--- src/rtl/id_ex_pipe_reg.sv ---
// rtl/id_ex_pipe_reg.sv - ID/EX pipeline register with load-use hazard stall, branch flush and bubble counter
module id_ex_pipe_reg #(
    parameter int XLEN  = 32,
    parameter int CNT_W = 16
) (
    input  logic             clk,
    input  logic             rst,

    input  logic             RegWriteD,
    input  logic [1:0]       ResultSrcD,
    input  logic             MemWriteD,
    input  logic             JumpD,
    input  logic             BranchD,
    input  logic             ALUSrcD,
    input  logic [2:0]       OperationD,
    input  logic [XLEN-1:0]  RD1D,
    input  logic [XLEN-1:0]  RD2D,
    input  logic [XLEN-1:0]  PCD,
    input  logic [XLEN-1:0]  PCPlus4D,
    input  logic [XLEN-1:0]  ImmExtD,
    input  logic [4:0]       Rs1D,
    input  logic [4:0]       Rs2D,
    input  logic [4:0]       RdD,
    input  logic             PCSrcE,

    output logic             RegWriteE,
    output logic [1:0]       ResultSrcE,
    output logic             MemWriteE,
    output logic             JumpE,
    output logic             BranchE,
    output logic             ALUSrcE,
    output logic [2:0]       OperationE,
    output logic [XLEN-1:0]  RD1E,
    output logic [XLEN-1:0]  RD2E,
    output logic [XLEN-1:0]  PCE,
    output logic [XLEN-1:0]  PCPlus4E,
    output logic [XLEN-1:0]  ImmExtE,
    output logic [4:0]       Rs1E,
    output logic [4:0]       Rs2E,
    output logic [4:0]       RdE,

    output logic             StallF,
    output logic             StallD,
    output logic             FlushD,
    output logic [CNT_W-1:0] BubbleCount
);

    logic lw_stall;
    logic flush_e;

    // Rs2D is compared even when the instruction does not read rs2; the occasional
    // spurious stall is cheaper than decoding operand usage here.
    assign lw_stall = (ResultSrcE == 2'b01) & (RdE != 5'd0) &
                      ((Rs1D == RdE) | (Rs2D == RdE));

    // A taken branch overrides the load-use stall: the D instruction is wrong-path anyway.
    assign StallF  = lw_stall & ~PCSrcE;
    assign StallD  = lw_stall & ~PCSrcE;
    assign FlushD  = PCSrcE;
    assign flush_e = lw_stall | PCSrcE;

    // A bubble clears data and indices too, so RdE=0 never matches a hazard or forward compare.
    always_ff @(posedge clk) begin
        if (rst || flush_e) begin
            RegWriteE  <= 1'b0;
            ResultSrcE <= 2'b00;
            MemWriteE  <= 1'b0;
            JumpE      <= 1'b0;
            BranchE    <= 1'b0;
            ALUSrcE    <= 1'b0;
            OperationE <= 3'b000;
            RD1E       <= '0;
            RD2E       <= '0;
            PCE        <= '0;
            PCPlus4E   <= '0;
            ImmExtE    <= '0;
            Rs1E       <= 5'd0;
            Rs2E       <= 5'd0;
            RdE        <= 5'd0;
        end else begin
            RegWriteE  <= RegWriteD;
            ResultSrcE <= ResultSrcD;
            MemWriteE  <= MemWriteD;
            JumpE      <= JumpD;
            BranchE    <= BranchD;
            ALUSrcE    <= ALUSrcD;
            OperationE <= OperationD;
            RD1E       <= RD1D;
            RD2E       <= RD2D;
            PCE        <= PCD;
            PCPlus4E   <= PCPlus4D;
            ImmExtE    <= ImmExtD;
            Rs1E       <= Rs1D;
            Rs2E       <= Rs2D;
            RdE        <= RdD;
        end
    end

    // Saturating so long flush storms stay readable instead of wrapping to small values.
    always_ff @(posedge clk) begin
        if (rst) begin
            BubbleCount <= '0;
        end else if (flush_e && (BubbleCount != {CNT_W{1'b1}})) begin
            BubbleCount <= BubbleCount + CNT_W'(1);
        end
    end

endmodule
--- config.mk ---
export PLATFORM = sky130hd
export DESIGN_NAME = id_ex_pipe_reg
export DESIGN_NICKNAME = d
export VERILOG_FILES = /design/src/rtl/id_ex_pipe_reg.sv
export SDC_FILE = /design/constraint.sdc
export NUM_CORES = 1
export LEC_CHECK = 0
export CAP_MARGIN = 20
export CORE_AREA = 2 2 151 153
export CTS_BUF_LIST = sky130_fd_sc_hd__clkbuf_8
export CTS_CLUSTER_DIAMETER = 200
export DETAILED_ROUTE_END_ITERATION = 8
export DIE_AREA = 0 0 153 155
export DONT_BUFFER_PORTS = 1
export PLACE_DENSITY_LB_ADDON = 0.05
export SYNTH_ARGS = -nofsm -noshare
export SYNTH_HDL_FRONTEND = slang
export SYNTH_SLANG_ARGS = --single-unit
--- constraint.sdc ---
create_clock -name clk -period 3.6 [get_ports clk]
set_input_delay 0.72 -clock clk [delete_from_list [all_inputs] [get_ports clk]]
set_output_delay 0.72 -clock clk [all_outputs]
set_load 0.005 [all_outputs]
* Yosys cells after proc, flatten, opt, wreduce, memory -nomap -nowiden *
Cells that the tools add are included.

cells by class
  $add $sub $neg = 1
  $mul = 0
  div/mod/pow operators = 0
  order comparisons = 0
  eq/ne operators = 4
  shift-type cells = 0
  muxes and demuxes = 0
  bitwise gates (word level) = 6
  reduce and logical (&&, ||, !) cells = 3

operator list
  kind                   number
  $add 16x1->16 const B  1
  $ne 16x16->1 const B   1
  $eq 5x5->1             2
  $reduce_bool 5->1      1
  $and 1x1->1            3
  $eq 2x1->1 const B     1
  $or 1x1->1             2
  $logic_and 1x1->1      1
  $logic_or 1x1->1       1
  $not 1->1              1

storage, ports and cells
  bits in registers = 201
  bits in latches = 0
  bits in writable memories = 0
  ROM bits = 0
  input port bits = 188
  output and inout bits = 204
  logic and storage cells = 30
  memories kept = 0

* Logic depth before layout (Yosys ltp) *
Gate-level depths: netlist of run 1.

  depth in word-level cells = 5
  gate-level depth with buffers = 9
  depth with buffers taken out = 7

* Least setup slack after synthesis of run 1 *
No wires, ideal clock.

  path type = input-to-output
  from = in Rs1D[4]
  to = out StallF
  arrival = 1.477 ns
  required time = 2.880 ns
  slack = 1.403 ns
  stages = 6
  path buffers = 1
  cells stage by stage = xnor2_1 -> nand3_1 -> o22ai_2 -> nand2_1 -> nor2_1 -> buf_4

between the ends
  longest elaborated chain between the ends = 4

RTL lines
  what             line  source
  start, declared  21    input logic [4:0] Rs1D,
  $eq 5x5->1       54    ((Rs1D == RdE) | (Rs2D == RdE));
  $or 1x1->1       54
  $and 1x1->1      53    assign lw_stall = (ResultSrcE == 2'b01) & (RdE != 5'd0) &
  $and 1x1->1      --
  end, declared    42    output logic StallF,

No other way between the ends.

* Final worst setup path of run 1 *
  from = reg RdE[3]
  to = out StallD

between the ends
  longest elaborated chain between the ends = 4
  elaborated cells between the ends (all ways) = 7
  classes of those cells = eq/ne: 2; bitwise: 4; reduce/logical: 1

RTL lines
  what                                                    line    source
  start, declared                                         40      output logic [4:0] RdE,
  start signal, assigned                                  95      RdE <= RdD;
  $eq 5x5->1 / $reduce_bool 5->1 (equally long branches)  54, 53
  $or 1x1->1 / $and 1x1->1 (equally long branches)        54, 53
  $and 1x1->1 (*)                                         53
  $and 1x1->1 (*)                                         58      assign StallD = lw_stall & ~PCSrcE;
  end, declared                                           43      output logic StallD,

Mark *: on every way between the ends. The rest lies on a longest branch, timed or not.

==> run metrics, run 1 <==
Crit. Startpoint RdE[3]; worst reg2reg path startpoint BubbleCount[0]; top layer in use met4; CTS Hold Buffers Added 0; cell mode on critical path nand2_1; die area 23700 µm²; Top FF cell, synth dfxtp_1; Mapped Cells 534; Chip Height 155 µm; Layout Cells excl Fill 830; FMAX 0.382 GHz; IO Pins 392; Routed Antenna Nets 0; WHS Path Cells 1; Site Rows 55; Vias 3993; Syn-to-layout area delta 15.8%; min Tclk post-route 2.61 ns; Synth Area in Compound Gates 3.19%; hold crit path type input port to flip-flop; post_cts resized 0; cell area after synthesis 6040 µm²; detailed router's first-iteration violation count 262; clk_lat worst skew 0.52 ns; FFs w/ async S/R, synth 0%; largest net degree at the start of global routing 110; Synth cell types 37; via/cell ratio 4.81; final worst slack 0.986 ns; vias in the first global route 4025; CP delay by family, top flip-flops; WL/cell 21.7 µm; critical path arrival 1.89 ns; Rel. slew slack 42.9%; Startpoint Class flip-flop; Worst Path Max Fanout 4; Post-synth EDFFs 0; crit end category primary output; gr ovfl total 0; commonest non-fill, non-tap cell in the layout dfxtp_1; status finished clean; sequential-to-total area share from yosys stat 66.6%; placed cells 774; Total Neg Setup Slack 0 ns; largest family of logic cells by synthesized area simple AND/OR/NAND/NOR gates; adder-cell area share of the yosys netlist 0.207%; Initial Util 27.2%; CP Data Required Time 2.88 ns; clock transition at the registers of the reported paths 0.06 ns; Clock Sinks 201; WL met3 2040 µm; most frequent cells in the layout dfxtp_1, and3_1, clkbuf_8; setup bufs post-CTS 0; antenna violations before repair 1; Slowest-stage cell, CP dfxtp_1; clk_skew 0.0139 ns; Syn. warnings 0; worst path bufs/invs 0; Clock Tree Buf Depth 3; Final Max Tran Viols 0; fill count 2264; Crit path largest cell delay 0.51 ns; crit path cell chain xnor2_1 > nand2_1 > o22ai_2 > nand2_1 > nor2_1; DP HPWL 12700 µm; crit path kind flip-flop to primary output; Sequential Area 4020 µm²; Reg2Reg Depth 7; met2 wire len 9130 µm; CTS tree built; Leak 3.27 nW; die width 153 µm; CTS H-tree lvls 2; root buf cell clkbuf_8; DRC viols 0; Setup-failing EPs final 0; core box area 22200 µm²; area of the multi-input gates 1800 µm²; Post-Synth Simple-Gate Area 23.9%; Synth Net Count 723; Core Util, Final 31.5%; synthesized area per cell 11.3 µm²; first-pass GRT wire length 25700 µm; xor/xnor share of the synthesized area 1.59%; share of layout cells above drive strength 1 11.0%; TritonCTS Buffers 35; PortBufs 0; VDD IR max 0.230 mV; HP Start rst; worst-margin pin slew 0.856 ns; post-synthesis mux area share 0.725%; flops & latches, synth 201; critical path depth 5; PD cells 686 nW/µm²; met1 WL 6260 µm; gr usage total 14.2%; fin crit share 72.6%; Placer Congestion 0.754; Max Cap Viol 0; dpl ws 1.14 ns; Routed WL 18000 µm; final hold vios 0; Pre-antenna DRT Iters 4; RSZ-0062 raised after global routing no; Layout Nets 715; Design Power 4.80 mW
==> kinds of logic (layout without fill, tap and decap cells) <==
logic type | count (synthesis) | in the layout
buffers and inverters | 52 | 61
DFF | 201 | 201
muxes | 4 | 4
AOI/OAI and AO/OA | 27 | 27
other | 0 | 2
and+or+nand+nor | 238 | 238
adders and majority gates | 1 | 1
xor gates and xnor gates | 11 | 11
==> worst register-to-register path, delay by kind of cell, from the launching register on <==
family,cells,cell delay [ns]
muxes,1,0.33
and+or+nand+nor,4,0.90
DFF,1,0.46
AOI/OAI and AO/OA,1,0.39
adders and majority gates,1,0.24
==> metrics by stage <==
step | hold slack [ns] | instance area, µm²
final | 0.272 | 6990
after global routing | 0.242 | 6990
after CTS | 0.238 | 6990
after detailed placement | 0.502 | 6240
after global placement | 0.502 | 6240
after floorplan | 0.471 | 6040
==> flip-flops by register name, summed over array words and instances (netlist names), 2 cells and up <==
name / count
ImmExtE: 32
PCE: 32
PCPlus4E: 32
RD1E: 32
RD2E: 32
BubbleCount: 16
RdE: 5
Rs1E: 5
Rs2E: 5
OperationE: 3
ResultSrcE: 2
==> Yosys cell counts, types with 4 or more instances <==
cell	instances	area [µm²]
or4_1	5	37.5
clkbuf_1	44	165
nand4_1	6	37.5
dfxtp_1	201	4020
o31ai_1	4	30.0
nand3_1	8	40.0
a21oi_1	10	50.1
nor2_1	12	45.0
and3_1	187	1170
xnor2_1	11	96.3
nand2_1	9	33.8
==> metal layers <==
layer,GRT usage (%),vias to the layer above
met5,0,-
met4,6.26,0
met3,7.21,42
met2,25.0,262
met1,14.2,1857
li1,-,1832
==> where the power goes <==
part | internal [mW] | leakage [nW] | switching (mW)
Combinational | 0.0600 | 1.22 | 0.0825
Sequential | 2.31 | 1.65 | 0.0600
Clock | 1.38 | 0.396 | 0.900
Total | 3.76 | 3.27 | 1.04
==> final cells by class <==
type | count | area share [%]
sequential | 201 | 57.5
multi-input combinational | 281 | 25.7
clock buffer | 41 | 8.07
tap | 285 | 5.10
clock inverter | 13 | 2.70
timing repair buffer | 4 | 0.608
inverter | 3 | 0.197
antenna | 2 | 0.0716
==> final timing paths <==
| path | end | slack (ns) |
|---|---|---|
| setup / recovery | StallD | 0.99 |
| hold / removal | BubbleCount[4] | 0.27 |
| hold reg to reg | BubbleCount[7] | 0.52 |
| setup reg to reg | BubbleCount[6] | 1.16 |
No activity file was read; power rests on OpenSTA's default activity.
==> run 2: changes to the inputs <==
Clock period 3.6 ns to 2.67 ns, I/O delays scaled along.
==> run 2 against run 1 <==
Effect of this change:
- wire length up 1.4%
- flip-flop and latch count unchanged
- die area stayed put
- first-iteration DRC count down 27%
- critical path type unchanged
==> run metrics, run 2 (synthesis gave the netlist of run 1 again) <==
RSZ-0062 raised after global routing no; PD cells 902 nW/µm²; WL/cell 21.5 µm; Total Neg Setup Slack 0 ns; most frequent cells in the layout dfxtp_1, and3_1, clkbuf_8; TritonCTS Buffers 36; die width 153 µm; Chip Height 155 µm; Worst Path Max Fanout 4; detailed router's first-iteration violation count 191; core box area 22200 µm²; DP HPWL 13300 µm; Routed WL 18300 µm; Leak 3.34 nW; first-pass GRT wire length 26000 µm; gr ovfl total 0; Startpoint Class flip-flop; CTS H-tree lvls 2; worst-margin pin slew 0.636 ns; DRC viols 0; Syn-to-layout area delta 17.1%; Layout Cells excl Fill 848; Pre-antenna DRT Iters 4; VDD IR max 0.375 mV; setup bufs post-CTS 0; clk_skew 0.0288 ns; hold crit path type input port to flip-flop; PortBufs 0; crit path kind flip-flop to primary output; crit end category primary output; status finished clean; fin crit share 92.3%; Placer Congestion 0.774; commonest non-fill, non-tap cell in the layout dfxtp_1; Setup-failing EPs final 0; critical path arrival 1.93 ns; Site Rows 55; final hold vios 0; clk_lat worst skew 0.52 ns; Rel. slew slack 57.6%; Clock Tree Buf Depth 3; CP Data Required Time 2.14 ns; IO Pins 392; Initial Util 27.2%; clock transition at the registers of the reported paths 0.07 ns; Max Cap Viol 0; FMAX 0.406 GHz; share of layout cells above drive strength 1 14.2%; Vias 4015; root buf cell clkbuf_8; vias in the first global route 4225; Clock Sinks 201; Final Max Tran Viols 0; Routed Antenna Nets 0; Layout Nets 724; gr usage total 14.4%; CTS tree built; via/cell ratio 4.73; CTS Hold Buffers Added 0; placed cells 782; die area 23700 µm²; largest net degree at the start of global routing 76; post_cts resized 0; antenna violations before repair 1; min Tclk post-route 2.46 ns
## run 2: worst paths after layout
check                                    start  cells past startpoint  slack [ns]               to
worst max-delay path                    RdE[3]                      5        0.21           StallD
worst min-delay path                       rst                      1        0.09  BubbleCount[14]
worst max register to register          RdE[1]                      7        0.35           RdE[0]
worst min register to register  BubbleCount[7]                      2        0.52   BubbleCount[7]
## run 2: layout make-up
cell class                 instances  area [µm²]
inverter                           3        13.8
antenna                            1        2.50
clock inverter                    17         115
fill                            2272       15200
multi-input combinational        281        1800
sequential                       201        4020
tap                              285         357
timing repair buffer              12         103
clock buffer                      48         661
## run 2: metal layers
layer / up-vias / GRT usage (%) / part of all wire, %
met5: - / 0 / 0
met2: 273 / 25.8 / 52
met4: 0 / 7.23 / 3.2
li1: 1862 / - / -
met1: 1838 / 13.4 / 33
met3: 42 / 7.49 / 12
## run 2: per-stage QoR
stage	instance area (µm²)	setup slack, ns	hold WS (ns)	total power, mW	util, %
6_report	7070	0.206	0.0851	6.38	31.8
5_1_grt	7070	0.0373	0.0390	6.65	31.8
4_1_cts	7070	0.0869	0.0344	6.50	31.8
3_5_place_dp	6300	0.303	0.522	3.48	28.3
3_3_place_gp	6300	0.377	0.525	3.47	28.3
2_1_floorplan	6040	0.614	0.471	3.40	-
## run 2: report_power, final
part | total, mW | internal [mW] | switching (mW)
clock | 2.98 | 1.72 | 1.26
sequential | 3.20 | 3.12 | 0.0777
combinational | 0.206 | 0.0883 | 0.118
## run 2: critical path, cell delays in order (launching register included)
cell	delay, ns
dfxtp_1	0.50
xnor2_1	0.18
nand2_1	0.14
o22ai_2	0.26
nand2_1	0.11
nor2_1	0.22
